File: src/rtl/countdown_arbiter.sv
// Round-robin arbiter that lends one shared countdown timer to a single requester
// at a time; the grant is held while counting, then a one-cycle done pulse follows.
module countdown_arbiter #(
   parameter int NREQ         = 4,
   parameter int CW           = 5,
   parameter int DEFAULT_LOAD = 8
) (
   input  logic               clk,
   input  logic               rst_n,
   input  logic [NREQ-1:0]    req,
   input  logic [NREQ*CW-1:0] load_val,
   output logic [NREQ-1:0]    gnt,
   output logic [NREQ-1:0]    done,
   output logic [CW-1:0]      count,
   output logic               ready
);

   localparam int IW = (NREQ > 1) ? $clog2(NREQ) : 1;
   localparam logic [IW-1:0] LAST_IDX  = IW'(NREQ - 1);
   localparam logic [CW-1:0] ZERO_LOAD = CW'(DEFAULT_LOAD);

   typedef enum logic [1:0] {IDLE, COUNT, DONE} state_t;

   state_t          state, state_next;
   logic [IW-1:0]   winner, winner_next;
   logic [IW-1:0]   last_winner, last_winner_next;
   logic [CW-1:0]   timer, timer_next;
   logic [CW-1:0]   loads [NREQ];
   logic [IW-1:0]   pick, idx;
   logic            found;
   logic [NREQ-1:0] winner_hot;

   for (genvar g = 0; g < NREQ; g++) begin : g_unpack
      assign loads[g] = load_val[g*CW +: CW];
   end

   // Search starts one past the previous winner and wraps, so every requester gets a turn.
   always_comb begin
      found = 1'b0;
      pick  = last_winner;
      idx   = '0;
      for (int i = 1; i <= NREQ; i++) begin
         idx = IW'((int'(last_winner) + i) % NREQ);
         if (!found && req[idx]) begin
            found = 1'b1;
            pick  = idx;
         end
      end
   end

   always_comb begin
      state_next       = state;
      winner_next      = winner;
      last_winner_next = last_winner;
      timer_next       = timer;
      case (state)
         IDLE: begin
            if (found) begin
               state_next       = COUNT;
               winner_next      = pick;
               last_winner_next = pick;
               timer_next       = (loads[pick] == '0) ? ZERO_LOAD : loads[pick];
            end
         end
         COUNT: begin
            // A dropped request aborts the countdown silently.
            if (!req[winner]) begin
               state_next = IDLE;
               timer_next = '0;
            end else if (timer == '0) begin
               state_next = DONE;
            end else begin
               timer_next = timer - CW'(1);
            end
         end
         DONE: begin
            state_next = IDLE;
            timer_next = '0;
         end
         default: begin
            state_next = IDLE;
            timer_next = '0;
         end
      endcase
   end

   always_ff @(posedge clk) begin
      if (!rst_n) begin
         state       <= IDLE;
         winner      <= LAST_IDX;
         last_winner <= LAST_IDX;
         timer       <= '0;
      end else begin
         state       <= state_next;
         winner      <= winner_next;
         last_winner <= last_winner_next;
         timer       <= timer_next;
      end
   end

   assign winner_hot = NREQ'(1) << winner;
   assign gnt   = (state == COUNT) ? winner_hot : '0;
   assign done  = (state == DONE)  ? winner_hot : '0;
   assign count = (state == COUNT) ? timer : '0;
   assign ready = (state == IDLE);

endmodule

File: config.mk
export PLATFORM = sky130hd
export DESIGN_NAME = countdown_arbiter
export DESIGN_NICKNAME = d
export VERILOG_FILES = /design/src/rtl/countdown_arbiter.sv
export SDC_FILE = /design/constraint.sdc
export NUM_CORES = 1
export LEC_CHECK = 0
export ABC_AREA = 0
export CAP_MARGIN = 20
export CORE_ASPECT_RATIO = 0.5
export CORE_MARGIN = 2
export CORE_UTILIZATION = 40
export CTS_BUF_LIST = sky130_fd_sc_hd__clkbuf_4 sky130_fd_sc_hd__clkbuf_8 sky130_fd_sc_hd__clkbuf_16
export CTS_CLUSTER_DIAMETER = 80
export DETAILED_ROUTE_END_ITERATION = 6
export GPL_ROUTABILITY_DRIVEN = 0
export PLACE_DENSITY_LB_ADDON = 0.1
export RECOVER_POWER = 50
export SYNTH_ARGS = -nofsm -noshare
export SYNTH_HDL_FRONTEND = slang
export SYNTH_SLANG_ARGS = --single-unit
File: constraint.sdc
create_clock -name clk -period 3.4 [get_ports clk]
set_input_delay 0.34 -clock clk [delete_from_list [all_inputs] [get_ports clk]]
set_output_delay 0.34 -clock clk [all_outputs]
set_load 0.03 [all_outputs]
==> flow_summary.toml, run 1 <==
[floorplan]
core_area_um2 = 2590
die_y_um = 40.8
die_area_um2 = 3160
dieWidth_um = 77.5
num_io_pins = 40
initial_core_util = 0.418
rows = 13

[synth]
synth_warnings = 0
yosys_register_bits = 9
synth.cell_area_um2 = 1080
synthCells = 137
syn-num-nets = 169
ys_types = 39
seq_area_frac_synth = 0.167
synth_area_per_cell_um2 = 7.89

[global_route]
grt_pass1_wl_um = 4660
grt_antenna_before_repair = 0
grt.overflow.total = 0
track_usage = 0.193
grt_pass1_vias = 1019
grt_max_degree = 15

[pwr]
ir_drop_uv = 343
p_per_area_nw_per_um2 = 689
leakagePower_nw = 0.692

[timing]
period_needed_ns = 3.14
finalHoldViolations = 0
fin_skew_ns = 0.00191
fmax_mhz = 319
min_period_over_period = 0.922
setup_tns_ns = 0
tightestPinTransition_ns = 0.443
maxSlewHeadroom = 0.701
maxSlewViolCount = 0
setup_viol = 0
rsz0062_at_grt = "no"

[critical_path]
arrival_ns = 3.32
crit_type = "flop to flop"
cpMaxStageDelayCell = "dfxtp_1"
end_kind = "flop"
cp-start-kind = "flop"
path_cells = "inv_1 > ha_1 > mux2_2 > o22ai_1 > mux2i_4 > buf_4 > o311a_2 > o41ai_2 > a22o_1"
critical_path.max_fanout = 11
required_ns = 3.58
slowest_delay_ns = 0.53

[clocking]
numCtsBuffers = 3
clockBufferDepth = 2
clkLatencyLatePin_ns = 0.23
ctsResizeCount = 0
cts_setup_buffers = 0
hold_buffers = 0
clk_pin_slew_worst_paths_ns = 0.05
cts.sinks = 9
cts_root_buffer = "clkbuf_8"
htree_levels = 1
cts_tree = "yes"

[run_status]
status = "finished clean"

[final_layout]
regArea_um2 = 180
final_nets = 213
area_delta_synth_final_pct = 47.7
multi_input_area_um2 = 846
diodes = 0
fill_cells = 232
drive_gt1_frac = 0.117
fin_area_um2 = 1600

[drt]
drt-total-wl_um = 2910
drtAntennaViolNets = 0
vias = 1150
dr.first_iter.drc_count = 49
dr.pass1.iters = 4
drc_errors = 0
wl_per_cell_um = 13.4
via_per_inst = 5.30

[min_path]
hp-class = "flop to flop"

[place]
portBuffers = 39
dp_hpwl_um = 2180
placed_area_um2 = 1490

[job]
maxCapViolations = 0
## critical path, delay by kind of cell (launching register included)
family | cells | cell delay, ns
flops | 1 | 0.53
buf+inv | 2 | 0.42
fa+ha+maj | 1 | 0.49
mux | 2 | 0.58
compound gates | 4 | 1.06
## cells in the mapped netlist, drive strengths merged
| cell | count | share of area |
|---|---|---|
| and3 | 2 | 0.012 |
| clkbuf | 1 | 0.0035 |
| and2 | 13 | 0.075 |
| nor3 | 8 | 0.037 |
| o21ai | 10 | 0.046 |
| mux2i | 15 | 0.15 |
| nor2b | 1 | 0.0058 |
| a21oi | 6 | 0.028 |
| nand2b | 1 | 0.0058 |
| a211oi | 1 | 0.0069 |
| xor2 | 1 | 0.0081 |
| a22o | 1 | 0.0081 |
| o311ai | 1 | 0.0081 |
| nor4 | 1 | 0.0058 |
| o211ai | 4 | 0.041 |
| ha | 6 | 0.069 |
| o21a | 1 | 0.0069 |
| o311a | 1 | 0.010 |
| inv | 6 | 0.021 |
| a311o | 2 | 0.020 |
| nand4 | 1 | 0.0058 |
| mux4 | 1 | 0.021 |
| or2 | 1 | 0.0058 |
| nor4b | 1 | 0.0081 |
| mux2 | 6 | 0.066 |
| a31oi | 1 | 0.0058 |
| xnor2 | 1 | 0.0081 |
| o41ai | 1 | 0.015 |
| buf | 4 | 0.027 |
| nand2 | 14 | 0.049 |
| nor2 | 14 | 0.049 |
| dfxtp | 9 | 0.17 |
| o22ai | 1 | 0.0058 |
## routing by layer
| layer | part of all wire | track usage | routed length, um |
|---|---|---|---|
| met1 | 0.49 | 0.236 | 1420 |
| met2 | 0.44 | 0.352 | 1280 |
| met3 | 0.068 | 0.0551 | 198 |
| met4 | 0.0065 | 0.0536 | 19 |
| met5 | 0 | 0 | 0 |
## per-stage QoR
stage / hold slack (ns) / instances / setup WS [ns] / util / power (mW)
2_1_floorplan: 0.502 / 137 / 0.661 / - / 0.747
3_3_place_gp: 0.548 / 209 / 0.432 / 0.577 / 0.906
3_5_place_dp: 0.549 / 209 / 0.259 / 0.577 / 0.912
4_1_cts: 0.576 / 213 / 0.238 / 0.596 / 1.05
5_1_grt: 0.622 / 217 / 0.0493 / 0.617 / 1.19
6_report: 0.576 / 217 / 0.264 / 0.617 / 1.10
## cell usage in the layout, fill, tap and decap left out, drive strengths merged, types with 2 or more instances in the layout
cell type / count
buf: 5
clkbuf: 4
dfxtp: 9
inv: 6
a311o: 2
clkdlybuf4s50: 29
o21ai: 10
mux2: 6
nor3: 8
ha: 6
and2: 13
nor2: 14
o211ai: 4
mux2i: 15
dlygate4sd3: 10
nand2: 14
and3: 2
a21oi: 6
## sequential cells by signal (all words and copies together), names as in the netlist
name / cells
timer: 5
last_winner: 2
state: 2
## area by class of cell
cell class / count / area share
Sequential cell: 9 / 0.113
Clock buffer: 4 / 0.0306
Inverter: 6 / 0.0141
Timing Repair Buffer: 44 / 0.284
Tap cell: 37 / 0.0290
Multi-Input combinational cell: 117 / 0.530
## report_power, final
| group | switching (mW) | internal (mW) | leakage, nW |
|---|---|---|---|
| sequential | 0.0504 | 0.146 | 0.0747 |
| combinational | 0.398 | 0.371 | 0.592 |
| clock | 0.0449 | 0.0899 | 0.0262 |
## final timing paths
path | startpoint | to | slack, ns | depth (start not counted)
hold reg to reg | timer[0] | timer[0] | 0.58 | 3
hold / removal | timer[0] | timer[0] | 0.58 | 3
setup reg to reg | last_winner[0] | timer[3] | 0.26 | 9
setup / recovery | last_winner[0] | timer[3] | 0.26 | 9
## cells by family (layout without fill, tap and decap cells)
kind of cell | after synthesis | count (layout) | share of synthesized area
flip-flops | 9 | 9 | 0.167
AND/OR/NAND/NOR | 57 | 57 | 0.258
XOR/XNOR | 2 | 2 | 0.0162
multiplexers | 22 | 22 | 0.237
adder cells (fa/ha/maj) | 6 | 6 | 0.0694
buffers and inverters | 11 | 54 | 0.0509
AO/OA/AOI/OAI | 30 | 30 | 0.201
Power figures use the tool's default switching activity.
==> run 2: changes to the inputs <==
--- a/config.mk
+++ b/config.mk
@@ -12,8 +12,11 @@
 export CORE_UTILIZATION = 40
 export CTS_BUF_LIST = sky130_fd_sc_hd__clkbuf_4 sky130_fd_sc_hd__clkbuf_8 sky130_fd_sc_hd__clkbuf_16
 export CTS_CLUSTER_DIAMETER = 80
+export CTS_CLUSTER_SIZE = 40
 export DETAILED_ROUTE_END_ITERATION = 6
 export GPL_ROUTABILITY_DRIVEN = 0
+export GPL_TIMING_DRIVEN = 0
+export MAX_ROUTING_LAYER = met4
 export PLACE_DENSITY_LB_ADDON = 0.1
 export RECOVER_POWER = 50
 export SYNTH_ARGS = -nofsm -noshare
==> run 2 against run 1 <==
Effect of this change: combinational power down 5.1%; critical path depth up 1; die area unchanged.
==> flow_summary.toml, run 2 (synthesis results as in run 1) <==
[floorplan]
die_y_um = 40.8
initial_core_util = 0.418
rows = 13
core_area_um2 = 2590
dieWidth_um = 77.5
num_io_pins = 40
die_area_um2 = 3160

[critical_path]
crit_type = "flop to flop"
end_kind = "flop"
slowest_delay_ns = 0.40
required_ns = 3.58
cp-start-kind = "flop"
arrival_ns = 3.29
cpMaxStageDelayCell = "o41ai_2"
critical_path.max_fanout = 10
path_cells = "buf_2 > inv_1 > ha_1 > buf_6 > mux2_4 > a311o_1 > o211ai_4 > mux2i_1 > o41ai_2 > a22o_1"

[final_layout]
stdcell_count = 217
reg.largest.list = "timer x5, last_winner x2, state x2"
fill_cells = 237
regMostFlops = "timer"
multi_input_area_um2 = 846
diodes = 0
layout_common_cells = "clkdlybuf4s50_1 (30), nor2_1 (14), nand2_1 (14), mux2i_1 (14), and2_1 (13)"
fin_area_um2 = 1570
area_delta_synth_final_pct = 44.9
regArea_um2 = 180
final_nets = 213
fin_util = 0.606
drive_gt1_frac = 0.111
final_common_cell = "clkdlybuf4s50_1"
largest_reg_flops = 5

[timing]
setup_ws_ns = 0.283
finalHoldViolations = 0
rsz0062_at_grt = "no"
maxSlewViolCount = 0
whs_ns = 0.572
maxSlewHeadroom = 0.679
fmax_mhz = 321
setup_tns_ns = 0
min_period_over_period = 0.917
fin_skew_ns = 0.000390
period_needed_ns = 3.12
setup_viol = 0
tightestPinTransition_ns = 0.475

[run_status]
status = "finished clean"

[place]
dp_cells = 213
portBuffers = 39
dp_slack_ns = 0.245
dp_hpwl_um = 2190
placed_area_um2 = 1520

[drt]
dr.first_iter.drc_count = 39
via_per_inst = 5.18
drt-total-wl_um = 2720
drtAntennaViolNets = 0
dr.pass1.iters = 4
drc_errors = 0
wl_per_cell_um = 12.5
vias = 1124

[clocking]
cts_root_buffer = "clkbuf_8"
clkLatencyLatePin_ns = 0.23
cts.sinks = 9
clockBufferDepth = 2
ctsResizeCount = 0
htree_levels = 1
cts_tree = "yes"
clk_pin_slew_worst_paths_ns = 0.04
cts_setup_buffers = 0
numCtsBuffers = 3
hold_buffers = 0

[pwr]
ir_drop_uv = 328
leakagePower_nw = 0.674
p_per_area_nw_per_um2 = 672
power.total_mw = 1.05

[global_route]
track_usage = 0.182
grt.overflow.total = 0
grt_max_degree = 11
grt_antenna_before_repair = 0
grt_pass1_vias = 943
grt_pass1_wl_um = 4370

[job]
maxCapViolations = 0

[min_path]
hp-class = "flop to flop"
-- run 2: cell count changes in the layout (fill, tap and decap cells not counted), sizes merged --
cell / change
clkdlybuf4s50: +1
dlygate4sd3: -1
buf: -1
clkbuf: +1
-- run 2: power breakdown --
part	internal, mW	total, mW	switching, mW
Sequential	0.146	0.190	0.0442
Combinational	0.343	0.730	0.387
Clock	0.0897	0.132	0.0422
-- run 2: final cells by class --
| cell class | instances | area share |
|---|---|---|
| Inverter | 6 | 0.0144 |
| Clock buffer | 4 | 0.0312 |
| Multi-Input combinational cell | 117 | 0.540 |
| Sequential cell | 9 | 0.115 |
| Buffer | 5 | 0.0208 |
| Timing Repair Buffer | 39 | 0.249 |
| Tap cell | 37 | 0.0296 |
-- run 2: routing by layer --
layer | vias up | GRT usage | part of all wire | wire length, um
met5 | - | - | 0 | 0
met3 | 0 | 0.0374 | 0.058 | 157
li1 | 580 | - | - | -
met1 | 510 | 0.230 | 0.50 | 1370
met2 | 34 | 0.320 | 0.44 | 1200
met4 | 0 | 0.0313 | 0 | 0
-- run 2: worst paths after layout --
| check | startpoint | end | slack (ns) | cells past startpoint |
|---|---|---|---|---|
| worst min-delay path | timer[1] | timer[1] | 0.57 | 2 |
| worst max register to register | last_winner[0] | timer[3] | 0.28 | 10 |
| worst min register to register | timer[1] | timer[1] | 0.57 | 2 |
| worst max-delay path | last_winner[0] | timer[3] | 0.28 | 10 |
-- run 2: worst max-delay path: cells and delay by family, from the launching register on --
kind                     cells  cell delay, ns
AO/OA/AOI/OAI                4            1.30
adder cells (fa/ha/maj)      1            0.34
buffers and inverters        3            0.56
flip-flops                   1            0.36
multiplexers                 2            0.49
==> run 3: changes to the inputs <==
==> constraint.sdc (replaced) <==
create_clock -name clk -period 3.3 [get_ports clk]
set_input_delay 0.33 -clock clk [delete_from_list [all_inputs] [get_ports clk]]
set_output_delay 0.33 -clock clk [all_outputs]
set_load 0.03 [all_outputs]
==> results of run 3 <==
Same layout as run 2 (identical final DEF). Status: finished clean.
Main changes from that run: setup slack after placement 0.245 ns -> 0.145 ns; setup slack after layout 0.283 ns -> 0.183 ns; register-to-register setup slack 0.28 ns -> 0.18 ns; total power 1.05 mW -> 1.08 mW; worst IR drop on VDD 328 uV -> 338 uV
